==> src/rtl/regfile_v3_pkg.sv <==
// Shared types and sizing helpers for the regfile_v3 register file.
// Holds the sweep/ready state encoding and the depth calculation.
package regfile_v3_pkg;

  typedef enum logic {
    SWEEP = 1'b0,
    READY = 1'b1
  } state_e;

  localparam int DEF_DWIDTH = 16;
  localparam int DEF_AWIDTH = 4;

  function automatic int calc_depth(input int aw);
    return 1 << aw;
  endfunction

endpackage

==> src/rtl/regfile_v3_if.sv <==
// Decode-side request bus and registered read responses of regfile_v3.
// master = decode/testbench driver, slave = register file.
interface regfile_v3_if #(
  parameter int DWIDTH = 16,
  parameter int AWIDTH = 4
);

  logic [AWIDTH-1:0] addr_rs;
  logic [AWIDTH-1:0] addr_rt;
  logic [AWIDTH-1:0] addr_rd;
  logic              req_rs;
  logic              req_rt;
  logic              req_rd;
  logic [DWIDTH-1:0] wdata;
  logic [DWIDTH-1:0] rs;
  logic [DWIDTH-1:0] rt;
  logic              rs_valid;
  logic              rt_valid;
  logic              reg_zero;
  logic              ready;

  modport master (
    output addr_rs, addr_rt, addr_rd, req_rs, req_rt, req_rd, wdata,
    input  rs, rt, rs_valid, rt_valid, reg_zero, ready
  );

  modport slave (
    input  addr_rs, addr_rt, addr_rd, req_rs, req_rt, req_rd, wdata,
    output rs, rt, rs_valid, rt_valid, reg_zero, ready
  );

endinterface

==> src/rtl/regfile_v3_clear_seq.sv <==
// Clear sweep sequencer: steps idx through every entry after clear, then reports ready.
// Latency: ready rises 2**AWIDTH cycles after clear is sampled high, then released.
// Backpressure: none; clear re-sampled high restarts the sweep from entry 0.
module regfile_v3_clear_seq
  import regfile_v3_pkg::*;
#(
  parameter int AWIDTH = DEF_AWIDTH
) (
  input  logic              clk,
  input  logic              clear,
  output logic              ready,
  output logic              sweep_we,
  output logic [AWIDTH-1:0] sweep_addr
);

  state_e            state_q, state_d;
  logic [AWIDTH-1:0] idx_q, idx_d;

  always_comb begin
    state_d  = state_q;
    idx_d    = idx_q;
    sweep_we = 1'b0;
    if (state_q == SWEEP) begin
      sweep_we = 1'b1;
      idx_d    = idx_q + AWIDTH'(1);
      if (idx_q == {AWIDTH{1'b1}}) begin
        state_d = READY;
      end
    end
  end

  always_ff @(posedge clk) begin
    if (clear) begin
      state_q <= SWEEP;
      idx_q   <= '0;
    end else begin
      state_q <= state_d;
      idx_q   <= idx_d;
    end
  end

  assign ready      = (state_q == READY);
  assign sweep_addr = idx_q;

endmodule

==> src/rtl/regfile_v3.sv <==
// 2-read/1-write register file, hardwired-zero r0, clear sweep; REGFILE_BYPASS_EN selects write-first reads.
// Latency: read data and valid appear one cycle after the request edge; writes land on the request edge.
// Backpressure: none; requests are dropped while ready is low (sweep in progress).
module regfile_v3
  import regfile_v3_pkg::*;
#(
  parameter int DWIDTH = DEF_DWIDTH,
  parameter int AWIDTH = DEF_AWIDTH
) (
  input  logic         clk,
  input  logic         clear,
  regfile_v3_if.slave  bus
);

  localparam int DEPTH = calc_depth(AWIDTH);

  logic              ready;
  logic              sweep_we;
  logic [AWIDTH-1:0] sweep_addr;
  logic              port_we;

  logic [DWIDTH-1:0] mem_q [DEPTH];
  logic [DWIDTH-1:0] mem_d [DEPTH];
  logic [DWIDTH-1:0] rs_q, rs_d;
  logic [DWIDTH-1:0] rt_q, rt_d;
  logic              rs_valid_q, rs_valid_d;
  logic              rt_valid_q, rt_valid_d;

  regfile_v3_clear_seq #(
    .AWIDTH (AWIDTH)
  ) u_clear_seq (
    .clk        (clk),
    .clear      (clear),
    .ready      (ready),
    .sweep_we   (sweep_we),
    .sweep_addr (sweep_addr)
  );

  // Entry 0 is zeroed by the sweep and never written by the port, so it always reads 0.
  assign port_we = ready && bus.req_rd && (bus.addr_rd != '0);

  always_comb begin
    mem_d = mem_q;
    if (!clear) begin
      if (sweep_we) begin
        mem_d[sweep_addr] = '0;
      end else if (port_we) begin
        mem_d[bus.addr_rd] = bus.wdata;
      end
    end
  end

  always_ff @(posedge clk) begin
    mem_q <= mem_d;
  end

  always_comb begin
    rs_d       = rs_q;
    rt_d       = rt_q;
    rs_valid_d = 1'b0;
    rt_valid_d = 1'b0;
    if (ready && bus.req_rs) begin
      rs_valid_d = 1'b1;
      rs_d       = mem_q[bus.addr_rs];
`ifdef REGFILE_BYPASS_EN
      if (port_we && (bus.addr_rs == bus.addr_rd)) begin
        rs_d = bus.wdata;
      end
`endif
    end
    if (ready && bus.req_rt) begin
      rt_valid_d = 1'b1;
      rt_d       = mem_q[bus.addr_rt];
`ifdef REGFILE_BYPASS_EN
      if (port_we && (bus.addr_rt == bus.addr_rd)) begin
        rt_d = bus.wdata;
      end
`endif
    end
  end

  always_ff @(posedge clk) begin
    if (clear) begin
      rs_q       <= '0;
      rt_q       <= '0;
      rs_valid_q <= 1'b0;
      rt_valid_q <= 1'b0;
    end else begin
      rs_q       <= rs_d;
      rt_q       <= rt_d;
      rs_valid_q <= rs_valid_d;
      rt_valid_q <= rt_valid_d;
    end
  end

  assign bus.rs       = rs_q;
  assign bus.rt       = rt_q;
  assign bus.rs_valid = rs_valid_q;
  assign bus.rt_valid = rt_valid_q;
  assign bus.reg_zero = (rs_q == '0);
  assign bus.ready    = ready;

endmodule

==> src/flat_wrapper.sv <==
// flat-port wrapper written by rule: the top's interface ports become plain ports
module regfile_v3_flat import regfile_v3_pkg::*;
#(
  parameter int DWIDTH = DEF_DWIDTH,
  parameter int AWIDTH = DEF_AWIDTH
)
  (clk, clear, bus_addr_rs, bus_addr_rt, bus_addr_rd, bus_req_rs, bus_req_rt, bus_req_rd, bus_wdata, bus_rs, bus_rt, bus_rs_valid, bus_rt_valid, bus_reg_zero, bus_ready);
  regfile_v3_if #(.DWIDTH(DWIDTH), .AWIDTH(AWIDTH)) bus_i ();
  input  logic clk;
  input  logic clear;
  input wire logic [$bits(bus_i.addr_rs)-1:0] bus_addr_rs;
  input wire logic [$bits(bus_i.addr_rt)-1:0] bus_addr_rt;
  input wire logic [$bits(bus_i.addr_rd)-1:0] bus_addr_rd;
  input wire logic [$bits(bus_i.req_rs)-1:0] bus_req_rs;
  input wire logic [$bits(bus_i.req_rt)-1:0] bus_req_rt;
  input wire logic [$bits(bus_i.req_rd)-1:0] bus_req_rd;
  input wire logic [$bits(bus_i.wdata)-1:0] bus_wdata;
  output wire logic [$bits(bus_i.rs)-1:0] bus_rs;
  output wire logic [$bits(bus_i.rt)-1:0] bus_rt;
  output wire logic [$bits(bus_i.rs_valid)-1:0] bus_rs_valid;
  output wire logic [$bits(bus_i.rt_valid)-1:0] bus_rt_valid;
  output wire logic [$bits(bus_i.reg_zero)-1:0] bus_reg_zero;
  output wire logic [$bits(bus_i.ready)-1:0] bus_ready;
  assign bus_i.addr_rs = bus_addr_rs;
  assign bus_i.addr_rt = bus_addr_rt;
  assign bus_i.addr_rd = bus_addr_rd;
  assign bus_i.req_rs = bus_req_rs;
  assign bus_i.req_rt = bus_req_rt;
  assign bus_i.req_rd = bus_req_rd;
  assign bus_i.wdata = bus_wdata;
  assign bus_rs = bus_i.rs;
  assign bus_rt = bus_i.rt;
  assign bus_rs_valid = bus_i.rs_valid;
  assign bus_rt_valid = bus_i.rt_valid;
  assign bus_reg_zero = bus_i.reg_zero;
  assign bus_ready = bus_i.ready;
  regfile_v3 #(.DWIDTH(DWIDTH), .AWIDTH(AWIDTH)) u_core (.clk(clk), .clear(clear), .bus(bus_i));
endmodule
==> config.mk <==
export PLATFORM = sky130hd
export DESIGN_NAME = regfile_v3_flat
export DESIGN_NICKNAME = d
export VERILOG_FILES = /design/src/rtl/regfile_v3_pkg.sv /design/src/rtl/regfile_v3_if.sv /design/src/rtl/regfile_v3_clear_seq.sv /design/src/rtl/regfile_v3.sv /design/src/flat_wrapper.sv
export SDC_FILE = /design/constraint.sdc
export NUM_CORES = 1
export LEC_CHECK = 0
export ABC_CLOCK_PERIOD_IN_PS = 3000
export BUFFER_PORTS_ARGS = -buffer_cell sky130_fd_sc_hd__buf_2
export CAP_MARGIN = 10
export CORE_UTILIZATION = 45
export CTS_CLUSTER_SIZE = 30
export DETAILED_ROUTE_END_ITERATION = 7
export SYNTH_ARGS = -nofsm -noshare
export SYNTH_HDL_FRONTEND = slang
export SYNTH_SLANG_ARGS = --single-unit
==> constraint.sdc <==
create_clock -name clk -period 3 [get_ports clk]
set_clock_uncertainty 0.15 [all_clocks]
set_input_delay 0.45 -clock clk [delete_from_list [all_inputs] [get_ports clk]]
set_output_delay 0.45 -clock clk [all_outputs]
set_load 0.01 [all_outputs]
==> impl_results.md <==
* Crit path max-delay family: simple AND/OR/NAND/NOR gates
* RSZ-0062 raised after global routing: false
* Worst path cell trace: nor4_1, and4_1, buf_2
* Fin worst setup slack at about 340 ps
* Top-count cell post-synth: nand2_1
* Clk root buf: clkbuf_16
* Dpl cell area at 17100 sq um
* Via density at 6.44
* Crit path arrival time at 2060 ps
* Ratio of cells with drive above 1 in the final layout at 0.230
* Post-CTS Resized at 0
* Worst min path class: input pin to flip-flop
* CTS tree: built
* Register bit total from synthesis at between 200 and 300
* Cell count after synthesis at between 1000 and 1500
* Die Ht at roughly 190 microns
* Antenna diode count at 0
* Worst slew pin tran at about 1200 ps
* Vias in the first global route at between 10000 and 15000
* Metal1 wirelength at about 21000 microns
* GR Util All Layers at 0.290
* Crit. End Element: output pin
* Outcome: finished, final reports clean
* Period utilization at 0.886
* Pleak at 0.00690 uW
* Synth Net Count at about 1300
* Worst skew pair latency at between 500 and 600 ps
* Cell Pwr Density at between 500 and 600 nW/um^2
* Global-route wire length before repair at 76700 microns
* Largest cells by area after synthesis: edfxtp_1 48%, mux4_2 12%, o21ai_0 8.0%
* CP Max Fanout at 3
* I/O Buffers at slightly below 70
* H-tree level count at 2
* Register clock-pin slew on the reported worst setup and hold paths at 60 ps
* Peak Freq at approximately 0.38 GHz
* Yosys top cell by area: edfxtp_1
* Cts bufs inserted at 35
* Top_reg_cell synth: edfxtp_1
* Max-slew violations at 0
* Worst setup SP type: flip-flop
* Post-synth top cells: 276 x nand2_1, 256 x edfxtp_1, 256 x o21ai_0, 82 x mux4_2, 64 x clkbuf_1
* Routed Antenna Nets at 0
* Met2 Wirelength at roughly 23000 microns
* Die area at about 36000 sq um
* Critical path's slowest cell: nor4_1
* Tmin final at between 2000 and 3000 ps
* Routability congestion estimate at approximately 0.85
* Initial antenna violation count at 0
* DP HPWL at 33300 microns
* Area Growth Syn to Fin at 13.2%
* Via count at ~12000
* Remaining DRCs at 0
* Synth warn at 0
* Max layer used: met4
* Postcts setup bufs at 0
* Layout Utilization at 0.522
* Post-synth ARST share at 0
* Post-synth top area share at 0.479
* Post-synth EDFFs at about 260
* Final hold vios at 0
* I/O pin count at slightly below 70
* Worst EP required at roughly 2400 ps
* Clock sink count at ~300
* Core area at between 30000 and 40000 sq um
* Die extent in x at roughly 190 microns
* Initial Util at 0.461
* Mean Syn Cell Area at between 10 and 15 sq um
* Final hold slack at around 94 ps
* Design area at 18200 sq um
* Netlist cell types at 38
* Hold-fix buffers, CTS at 0
* Sequential area share after synthesis at 0.528
* Slowest stage delay, CP at about 630 ps
* Worst Path Class, Setup: flip-flop to output pin
* Slew Limit Headroom at 0.174
* Sum Neg Setup Slack at 0 ps
* Max-cap violations at 0
* Cell area after synthesis at 16000 sq um
* Number of buffers on the longest clock path at 3
* WL final at a little over 50000 microns
* Largest net degree at the start of global routing at between 60 and 70
* Max IR drop VDD at between 400 and 500 uV
* Setup Viol. Count Final at 0
* CP bufs+invs at 1
* Setup WS pre-CTS at between 200 and 300 ps
* Net count reported at finish at ~1400
* DR pass1 iterations at 5
* Wire length on met3 at ~5000 microns
* DR iter-0 viols at about 1400
* Remaining Overflow, GRT at 0
* Drt wl/cell at about 28 microns
* Row cnt at 68
[metrics by stage]
step | std cells | power [uW]
final | 1849 | 10300
after global routing | 1849 | 10600
after CTS | 1849 | 10300
after detailed placement | 1786 | 6220
after global placement | 1786 | 6170
after floorplan | 1300 | 5790
[state kept, by name, indices dropped and copies added (netlist names)]
register	count
u_core.mem_q	256
u_core.bus.rs	16
u_core.bus.rt	16
u_core.u_clear_seq.sweep_addr	4
u_core.bus.rs_valid	1
u_core.bus.rt_valid	1
u_core.u_clear_seq.ready	1
[cell families after synthesis]
logic type / share of synthesized area
compound gates: 0.119
simple gates: 0.0817
flops: 0.528
mux: 0.229
buf+inv: 0.0374
fa+ha+maj: 0.00312
xor+xnor: 0.00164
[path summary, 6_finish.rpt]
kind                            start             endpoint  slack, ps  cells past startpoint
min reg2reg          u_core.bus.rt[9]     u_core.bus.rt[9]        350                      2
max reg2reg  u_core.u_clear_seq.ready     u_core.mem_q[58]        840                      2
max                 u_core.bus.rs[12]         bus_reg_zero        340                      3
min                        bus_req_rs  u_core.bus.rs_valid         90                      2
[layer usage]
layer	GRT usage	up-vias
li1	-	5148
met1	0.409	5978
met2	0.444	663
met3	0.0563	123
met4	0.111	0
met5	0	-
[where the power goes]
part,internal (uW),switching (uW),leakage (uW)
Combinational,549,643,0.00353
Clock,2420,1700,0.000530
Sequential,4770,184,0.00284
Total,7740,2530,0.00690
[layout by cell type (no fill, tap or decap), drive strengths merged]
master	count
nor2b	5
xor2	2
a221o	2
nand3	1
mux4	124
dfxtp	39
clkbuf	53
a31oi	6
nor2	16
a21oi	29
a22oi	30
mux2i	37
clkinv	9
bufinv	1
nor3	5
or4	1
nand4	1
o221a	2
nand4b	3
xnor2	1
edfxtp	256
nand2b	8
and3b	2
nor4	4
a2111oi	2
mux2	32
inv	13
ha	4
o21ai	286
and2	2
a21o	1
buf	140
and4	1
nand2	276
[area by class of cell]
type	count	area, sq um
fillers	3068	16600
flip-flops and latches	295	8470
multi-input cells	883	7040
clock buffers	53	1020
repair buffers	140	948
well taps	455	569
clock inverters	10	68.8
inverters	13	48.8
No activity file was read; power rests on OpenSTA's default activity.
